[config.mk]
export PLATFORM = sky130hd
export DESIGN_NAME = ahb_matrix_input_stage
export DESIGN_NICKNAME = d
export VERILOG_FILES = /design/src/rtl/ahb_matrix_pkg.sv /design/src/rtl/ahb_instage_hold_reg.sv /design/src/rtl/ahb_matrix_input_stage.sv
export SDC_FILE = /design/constraint.sdc
export NUM_CORES = 1
export LEC_CHECK = 0
export BUFFER_PORTS_ARGS = -buffer_cell sky130_fd_sc_hd__buf_4
export CAP_MARGIN = 20
export CORE_UTILIZATION = 43
export DETAILED_ROUTE_END_ITERATION = 8
export PLACE_DENSITY = 0.76
export SETUP_SLACK_MARGIN = 0.4
export SLEW_MARGIN = 25
export SYNTH_ARGS = -nofsm -noshare
export SYNTH_HDL_FRONTEND = slang
export SYNTH_SLANG_ARGS = --single-unit
[constraint.sdc]
create_clock -name HCLK -period 1.16 [get_ports HCLK]
set_input_delay 0.116 -clock HCLK [delete_from_list [all_inputs] [get_ports HCLK]]
set_output_delay 0.116 -clock HCLK [all_outputs]
set_load 0.1 [all_outputs]
[src/rtl/ahb_matrix_pkg.sv]
// Shared AHB encodings and types for the bus-matrix input stage.
package ahb_matrix_pkg;

    localparam int AHB_ADDR_W = 32;

    typedef enum logic [1:0] {
        HTRANS_IDLE   = 2'b00,
        HTRANS_BUSY   = 2'b01,
        HTRANS_NONSEQ = 2'b10,
        HTRANS_SEQ    = 2'b11
    } htrans_t;

    typedef enum logic [2:0] {
        HBURST_SINGLE = 3'b000,
        HBURST_INCR   = 3'b001,
        HBURST_WRAP4  = 3'b010,
        HBURST_INCR4  = 3'b011,
        HBURST_WRAP8  = 3'b100,
        HBURST_INCR8  = 3'b101,
        HBURST_WRAP16 = 3'b110,
        HBURST_INCR16 = 3'b111
    } hburst_t;

    typedef enum logic {
        HRESP_OKAY  = 1'b0,
        HRESP_ERROR = 1'b1
    } hresp_t;

    // Address-phase control fields; the address itself is kept separate so its width stays a parameter.
    typedef struct packed {
        htrans_t    trans;
        logic       write;
        logic [2:0] size;
        hburst_t    burst;
        logic [3:0] prot;
        logic       mastlock;
    } ctrl_t;

    function automatic logic is_fixed_burst(input hburst_t burst);
        return (burst != HBURST_SINGLE) && (burst != HBURST_INCR);
    endfunction

endpackage

[src/rtl/ahb_instage_hold_reg.sv]
// Address-phase capture register and pending flag for one bus-matrix master port.
module ahb_instage_hold_reg
    import ahb_matrix_pkg::*;
#(
    parameter int ADDR_W = AHB_ADDR_W
) (
    input  logic              HCLK,
    input  logic              HRESETn,
    input  logic              new_tran,
    input  logic              addr_accept,
    input  logic [ADDR_W-1:0] live_addr,
    input  ctrl_t             live_ctrl,
    output logic [ADDR_W-1:0] held_addr,
    output ctrl_t             held_ctrl,
    output logic              pend
);

    logic [ADDR_W-1:0] held_addr_q, held_addr_d;
    ctrl_t             held_ctrl_q, held_ctrl_d;
    logic              pend_q, pend_d;

    always_comb begin
        // NOTE: every comb output gets a default first so no path leaves it unassigned (no latch).
        held_addr_d = held_addr_q;
        held_ctrl_d = held_ctrl_q;
        pend_d      = pend_q;
        if (new_tran) begin
            held_addr_d = live_addr;
            held_ctrl_d = live_ctrl;
        end
        // Clearing wins: the master is stalled while pending, so a fresh transfer cannot overlap.
        if (pend_q && addr_accept) begin
            pend_d = 1'b0;
        end else if (new_tran && !addr_accept) begin
            pend_d = 1'b1;
        end
    end

    // NOTE: held registers are reset too, so a held view after reset reads as an IDLE transfer.
    always_ff @(posedge HCLK or negedge HRESETn) begin
        if (!HRESETn) begin
            held_addr_q <= '0;
            held_ctrl_q <= '0;
            pend_q      <= 1'b0;
        end else begin
            // NOTE: sequential state uses non-blocking assignments only.
            held_addr_q <= held_addr_d;
            held_ctrl_q <= held_ctrl_d;
            pend_q      <= pend_d;
        end
    end

    assign held_addr = held_addr_q;
    assign held_ctrl = held_ctrl_q;
    assign pend      = pend_q;

endmodule

[src/rtl/ahb_matrix_input_stage.sv]
// AHB bus-matrix input stage: holds a stalled address phase and returns the data-phase response.
// Optional stall counter enabled by defining AHB_MATRIX_INSTAGE_STALL_CNT_EN.
module ahb_matrix_input_stage
    import ahb_matrix_pkg::*;
#(
    parameter int ADDR_W = AHB_ADDR_W
) (
    input  logic              HCLK,
    input  logic              HRESETn,
    input  logic              HSELS,
    input  logic [ADDR_W-1:0] HADDRS,
    input  logic [1:0]        HTRANSS,
    input  logic              HWRITES,
    input  logic [2:0]        HSIZES,
    input  logic [2:0]        HBURSTS,
    input  logic [3:0]        HPROTS,
    input  logic              HMASTLOCKS,
    input  logic              HREADYS,
    output logic              HREADYOUTS,
    output logic              HRESPS,
    input  logic              addr_accept,
    input  logic              dp_active,
    input  logic              dp_readyout,
    input  logic              dp_resp,
    output logic              sel_out,
    output logic [ADDR_W-1:0] addr_out,
    output logic [1:0]        trans_out,
    output logic              write_out,
    output logic [2:0]        size_out,
    output logic [2:0]        burst_out,
    output logic [3:0]        prot_out,
    output logic              mastlock_out,
    output logic              held_tran
`ifdef AHB_MATRIX_INSTAGE_STALL_CNT_EN
    ,
    output logic [15:0]       stall_count
`endif
);

    logic              new_tran;
    ctrl_t             live_ctrl;
    ctrl_t             held_ctrl;
    logic [ADDR_W-1:0] held_addr;
    logic              pend;

    assign new_tran = HSELS & HREADYS & HTRANSS[1];

    always_comb begin
        live_ctrl.trans    = htrans_t'(HTRANSS);
        live_ctrl.write    = HWRITES;
        live_ctrl.size     = HSIZES;
        live_ctrl.burst    = hburst_t'(HBURSTS);
        live_ctrl.prot     = HPROTS;
        live_ctrl.mastlock = HMASTLOCKS;
    end

    ahb_instage_hold_reg #(.ADDR_W(ADDR_W)) u_hold_reg (
        .HCLK        (HCLK),
        .HRESETn     (HRESETn),
        .new_tran    (new_tran),
        .addr_accept (addr_accept),
        .live_addr   (HADDRS),
        .live_ctrl   (live_ctrl),
        .held_addr   (held_addr),
        .held_ctrl   (held_ctrl),
        .pend        (pend)
    );

    // A held beat restarts on the output side, so SEQ becomes NONSEQ and fixed bursts become INCR.
    always_comb begin
        sel_out      = HSELS;
        addr_out     = HADDRS;
        trans_out    = HTRANSS;
        write_out    = HWRITES;
        size_out     = HSIZES;
        burst_out    = HBURSTS;
        prot_out     = HPROTS;
        mastlock_out = HMASTLOCKS;
        if (pend) begin
            sel_out      = 1'b1;
            addr_out     = held_addr;
            trans_out    = (held_ctrl.trans == HTRANS_SEQ) ? HTRANS_NONSEQ : held_ctrl.trans;
            write_out    = held_ctrl.write;
            size_out     = held_ctrl.size;
            burst_out    = is_fixed_burst(held_ctrl.burst) ? HBURST_INCR : held_ctrl.burst;
            prot_out     = held_ctrl.prot;
            mastlock_out = held_ctrl.mastlock;
        end
    end

    assign held_tran = pend;

    always_comb begin
        HREADYOUTS = 1'b1;
        HRESPS     = HRESP_OKAY;
        if (pend) begin
            HREADYOUTS = 1'b0;
        end else if (dp_active) begin
            HREADYOUTS = dp_readyout;
            HRESPS     = dp_resp;
        end
    end

`ifdef AHB_MATRIX_INSTAGE_STALL_CNT_EN
    logic [15:0] stall_count_q, stall_count_d;

    always_comb begin
        stall_count_d = stall_count_q;
        if (pend && (stall_count_q != 16'hFFFF)) begin
            stall_count_d = stall_count_q + 16'd1;
        end
    end

    always_ff @(posedge HCLK or negedge HRESETn) begin
        if (!HRESETn) begin
            stall_count_q <= '0;
        end else begin
            stall_count_q <= stall_count_d;
        end
    end

    assign stall_count = stall_count_q;
`endif

endmodule
# Word level (Yosys, flattened, before mapping)
# Index checks and enable logic that the tools add are counted.
# word_totals
register_bits,47
input_bits,54
out_inout_bits,50
wordCells,34
# classes
eq_ne,2
mux,16
bitwise_logic,2
reduce_logical,6
# op_table
operator,n
32-bit two-way mux,1
1-bit two-way mux,9
3-bit two-way mux,3
2-bit two-way mux,2
4-bit two-way mux,1
1-bit logical AND,3
3-bit by 1-bit inequality test with 1-bit output (second input constant),1
3-bit nonzero test,1
1-bit AND,2
2-bit equality test (second input constant),1
2-bit nonzero test,1
1-bit zero test,1

# Longest topological paths before layout
# depth
word_depth,5
depth_mapped,4
mapped_depth_nobuf,2

# Modules after synthesis
# A second synthesis with hierarchy kept.
# hier_totals
hier_cells,161
hier_area_um2,2661.3
# by_module_without_submodules
mod,instances,cells_each,area_per_inst_um2,seq_area_each_um2
ahb_instage_hold_reg,1,99,1863.0,1176.1
ahb_matrix_input_stage,1,62,798.3,0.0

# Worst setup path after synthesis
# OpenSTA, ideal clock, no wires.
# synth_timing
path_type,register -> output
start,"register u_hold_reg.pend_q, in the netlist u_hold_reg.pend"
end,output burst_out[0]
t_arrival_ns,2.831
required_ns,1.044
path_slack_ns,-1.787
stages_incl_launch_ff,5
cell_sequence,dfrtp_1 -> clkbuf_1 -> buf_2 -> nor2_1 -> a21oi_1
# synth_between
elab_chain_len,1
# synth_lines
item,line,text
from (decl),ahb_instage_hold_reg.sv:20,"logic pend_q, pend_d;"
from (signal assigned),ahb_instage_hold_reg.sv:49,pend_q <= pend_d;
3-bit two-way mux,ahb_matrix_input_stage.sv:79,if (pend) begin
to (decl),ahb_matrix_input_stage.sv:30,"output logic [2:0] burst_out,"
# Every way passes these cells.

# Worst setup path in the final report
# layout_timing
start,"register u_hold_reg.pend_q, in the netlist u_hold_reg.pend"
end,output addr_out[9]
# layout_between
elab_chain_len,1
# layout_lines
item,line,text
32-bit two-way mux,ahb_matrix_input_stage.sv:79,
to (decl),ahb_matrix_input_stage.sv:26,"output logic [ADDR_W-1:0] addr_out,"
# Every way passes these cells.

==> out/summary.txt <==
FINAL LAYOUT
------------------------------------------------------------------------------------------------------
Number of antenna repair diodes                                                                      0
Number of nets in the layout                                                                       328
Fraction of final layout cells sized beyond drive strength 1                                    0.8073
Non-Filler Instances                                                                               345
Area growth from synthesis to final layout                                                      83.92%

LOGIC SYNTHESIS
------------------------------------------------------------------------------------------------------
Yosys top cell by area                                                                         dfrtp_1
Simple logic cell fraction of the synthesized area                                             0.02017
Total of warnings raised by yosys                                                                    0
Mapped Nets                                                                                        214
Post-Synthesis Mean Instance Area                                                            15.12 µm²
Cell variety after synth                                                                            17
Top cells by area, synth                                                                  dfrtp_1 49%, mux2_2 27%, mux2_4 17%
Largest family of logic cells by synthesized area                                         multiplexers
Number of standard cells after synthesis                                                           160
Post-synth design cell area                                                                   2420 µm²
Adder-cell share of the synthesized area                                                             0
Share of the synthesized netlist area taken by xor and xnor gates                                    0
Mux contribution to synthesized area                                                            0.4483
Synthesis-stage register bit count                                                                  47
Share of synthesized area occupied by flip-flops and latches                                    0.4860
Fraction of the mapped netlist area in compound gates                                         0.009824
Fraction of synthesized cell area taken by the top area cell type                               0.4860

WORST SETUP PATH
------------------------------------------------------------------------------------------------------
Endpoint arrival time on the critical path                                                     1570 ps
Type of element launching the critical path                                                  flip-flop
Cell breakdown of the critical path                                                       clkbuf_16, mux2_4, buf_12
Worst-path cell with the longest stage delay                                                   dfrtp_4
Kind of end point of the critical path                                                    primary output
Kind of critical path                                                                       reg -> out
Biggest fanout along the worst timing path                                                           9
Max stage delay on crit path                                                                    580 ps
Required time worst endpoint                                                                   1040 ps

TIMING
------------------------------------------------------------------------------------------------------
Min setup slack post-route                                                                   -521.8 ps
Fin crit period                                                                                1682 ps
Transition time at the pin with the least slew margin                                         347.7 ps
Period utilization                                                                               1.450
Peak clock frequency supported by timing                                                    0.5946 GHz
Max-slew violation count                                                                             0
Worst slew margin relative to its limit                                                         0.7664
WHS                                                                                           56.13 ps
Number of failing setup endpoints in the final timing report                                        50
Hold Fails Final Rpt                                                                                 0
Clock skew after layout                                                                           0 ps
RSZ-0062 raised after global routing                                                              true

GLOBAL ROUTING
------------------------------------------------------------------------------------------------------
First-pass GRT wire length                                                                    10210 µm
Total global routing track utilization                                                          0.2228
GR Overflow Total                                                                                    0
Antenna violations before repair                                                                     0
Vias in the first global route                                                                    2000
Largest net degree at the start of global routing                                                   25

DETAILED ROUTING
------------------------------------------------------------------------------------------------------
Residual antenna-violating net count after detailed routing                                          0
Via density                                                                                      5.035
DR top layer                                                                                      met4
Initial DRC count                                                                                   43
Remaining DRCs                                                                                       0
Met3 wire len                                                                                   397 µm
DR pass1 iterations                                                                                  4
Wire length on met2                                                                            3336 µm
Via count                                                                                         1737
Final wirelength                                                                               6525 µm
Detailed-route wire length per cell                                                           18.91 µm
Routed length on met1                                                                          2662 µm

FLOORPLANNING
------------------------------------------------------------------------------------------------------
Core area                                                                                     5270 µm²
X dimension of the die                                                                        77.02 µm
DIE AREA                                                                                      5931 µm²
Die H                                                                                         77.02 µm
Rows                                                                                                26
Initial Utilization                                                                             0.4592
Number of top-level pins                                                                           104

FLOW RUN
------------------------------------------------------------------------------------------------------
Max_cap viols                                                                                        0

PWR
------------------------------------------------------------------------------------------------------
Switch share                                                                                    0.3691
Clock network power share                                                                        0.194
Maximum ir drop on the vdd rail                                                              0.7144 mV
Net switching component of the power                                                          2.343 mW
Internal portion of total power                                                               4.005 mW
Sequential power share                                                                           0.338
Leakage Power                                                                                 2.207 nW
PD cells                                                                                   1426 nW/µm²
Logic pwr share                                                                                  0.467

PLACED DESIGN
------------------------------------------------------------------------------------------------------
Pre-CTS setup slack                                                                          -206.3 ps
DPL Wire Length                                                                                3930 µm
IO Port Bufs                                                                                       103
Gpl congestion                                                                                  0.7732
Cells after DPL                                                                                    332

CLOCK NETWORK
------------------------------------------------------------------------------------------------------
Clock tree from TritonCTS                                                                          yes
Clock transition at the register clock pins on the worst setup and hold paths after CTS          90 ps
Clock Root Buffer                                                                             clkbuf_8
Maximum level of the CTS H-tree                                                                      2
Max Buffers Root-to-Sink                                                                             2
Number of CTS-inserted buffers                                                                       5
Latest clock arrival within the worst-skew pair                                                 290 ps
Number of sinks handled by clock tree synthesis                                                     47

STATUS
------------------------------------------------------------------------------------------------------
Outcome                                                                                   finished, violations left
Violations in the final reports                                                           setup timing

MIN PATH
------------------------------------------------------------------------------------------------------
Worst min-delay path class                                                                   in -> reg

power groups by stage:
| stage | Combinational [mW] | Clock [mW] | Sequential (mW) |
|---|---|---|---|
| after global placement | 2.44 | 0 | 2.13 |
| after floorplan | 2.02 | 0 | 2.10 |
| after detailed placement | 2.46 | 0 | 2.13 |
| after CTS | 2.94 | 1.27 | 2.12 |
| final | 2.97 | 1.23 | 2.15 |
| after global routing | 3.07 | 1.34 | 2.18 |
per-layer routing:
layer | track usage | vias to the layer above
met3 | 0.05476 | 14
met2 | 0.3884 | 77
met4 | 0.07170 | 0
met5 | 0 | -
met1 | 0.2692 | 851
li1 | - | 795
cell usage after synthesis, drive strengths merged:
cell type / n
inv: 2
nor2b: 2
nor2: 1
nor3: 1
or2: 1
nand2: 1
o2bb2ai: 1
buf: 10
dfrtp: 47
a21oi: 3
clkbuf: 1
mux2: 87
nand3: 1
nand2b: 1
and3: 1
kinds of logic after synthesis:
kind of cell    count (synthesis)
simple gates                    9
buf+inv                        13
compound gates                  4
flops                          47
mux                            87
state kept, by name (all words and copies together), names as in the netlist:
register and count:
u_hold_reg.held_addr 32, u_hold_reg.held_ctrl 14, u_hold_reg.pend 1
what timing repair did:
| action | 4_1_cts | 5_1_grt |
|---|---|---|
| buffers inserted | 1 | 0 |
| endpoints found under the setup margin | 56 | 94 |
| hold buffers | 2 | 0 |
| gates resized for setup | 144 | 1 |
| gates cloned | 1 | 1 |
| hold endpoints to repair | 48 | 0 |
final timing paths:
check | start | endpoint | slack, ps | cells past startpoint
worst max-delay path | u_hold_reg.pend$_DFFE_PN0P_ | addr_out[9] | -520 | 3
worst min-delay path | HADDRS[27] | u_hold_reg.held_addr[27]$_DFFE_PN0P_ | 60 | 2
worst max register to register | u_hold_reg.pend$_DFFE_PN0P_ | u_hold_reg.pend$_DFFE_PN0P_ | 210 | 2
worst min register to register | u_hold_reg.held_addr[20]$_DFFE_PN0P_ | u_hold_reg.held_addr[20]$_DFFE_PN0P_ | 510 | 1
max in group asynchronous | HRESETn | u_hold_reg.held_ctrl[13]$_DFFE_PN0P_ | 520 | 3
min in group asynchronous | HRESETn | u_hold_reg.held_ctrl[9]$_DFFE_PN0P_ | 230 | 2
worst max-delay path: cells and delay by family, from the launching register on:
kind | cells | cell delay [ps]
flops | 1 | 580
buf+inv | 2 | 380
mux | 1 | 320
cell usage in the layout (no fill, tap or decap), types with 2 or more instances in the layout:
master         instances
buf_6                  5
nor2b_4                2
buf_4                 57
a21oi_4                2
buf_12                52
dfrtp_1               46
inv_1                  2
clkbuf_8               6
dlygate4sd3_1          2
mux2_4                85
mux2_2                 2
final cells by class:
cell class	count	area (µm²)
Clock buffer	6	82.58
Clock inverter	2	35.03
Fill cell	259	819.5
Inverter	2	7.507
Multi-Input combinational cell	100	1460
Sequential cell	47	1180
Tap cell	70	87.58
Timing Repair Buffer	118	1598
metrics by stage:
step           utilization  total power [mW]  TNS, ps  instance area [µm²]
2_1_floorplan            -             4.117   -20650                 2781
5_1_grt             0.8445             6.590   -25840                 4451
3_5_place_dp        0.6933             4.595    -8572                 3654
6_report            0.8445             6.349   -24100                 4451
4_1_cts             0.8388             6.323   -24300                 4420
3_3_place_gp        0.6933             4.568    -8178                 3654
Note: power is estimated with default switching activity, not from simulation.
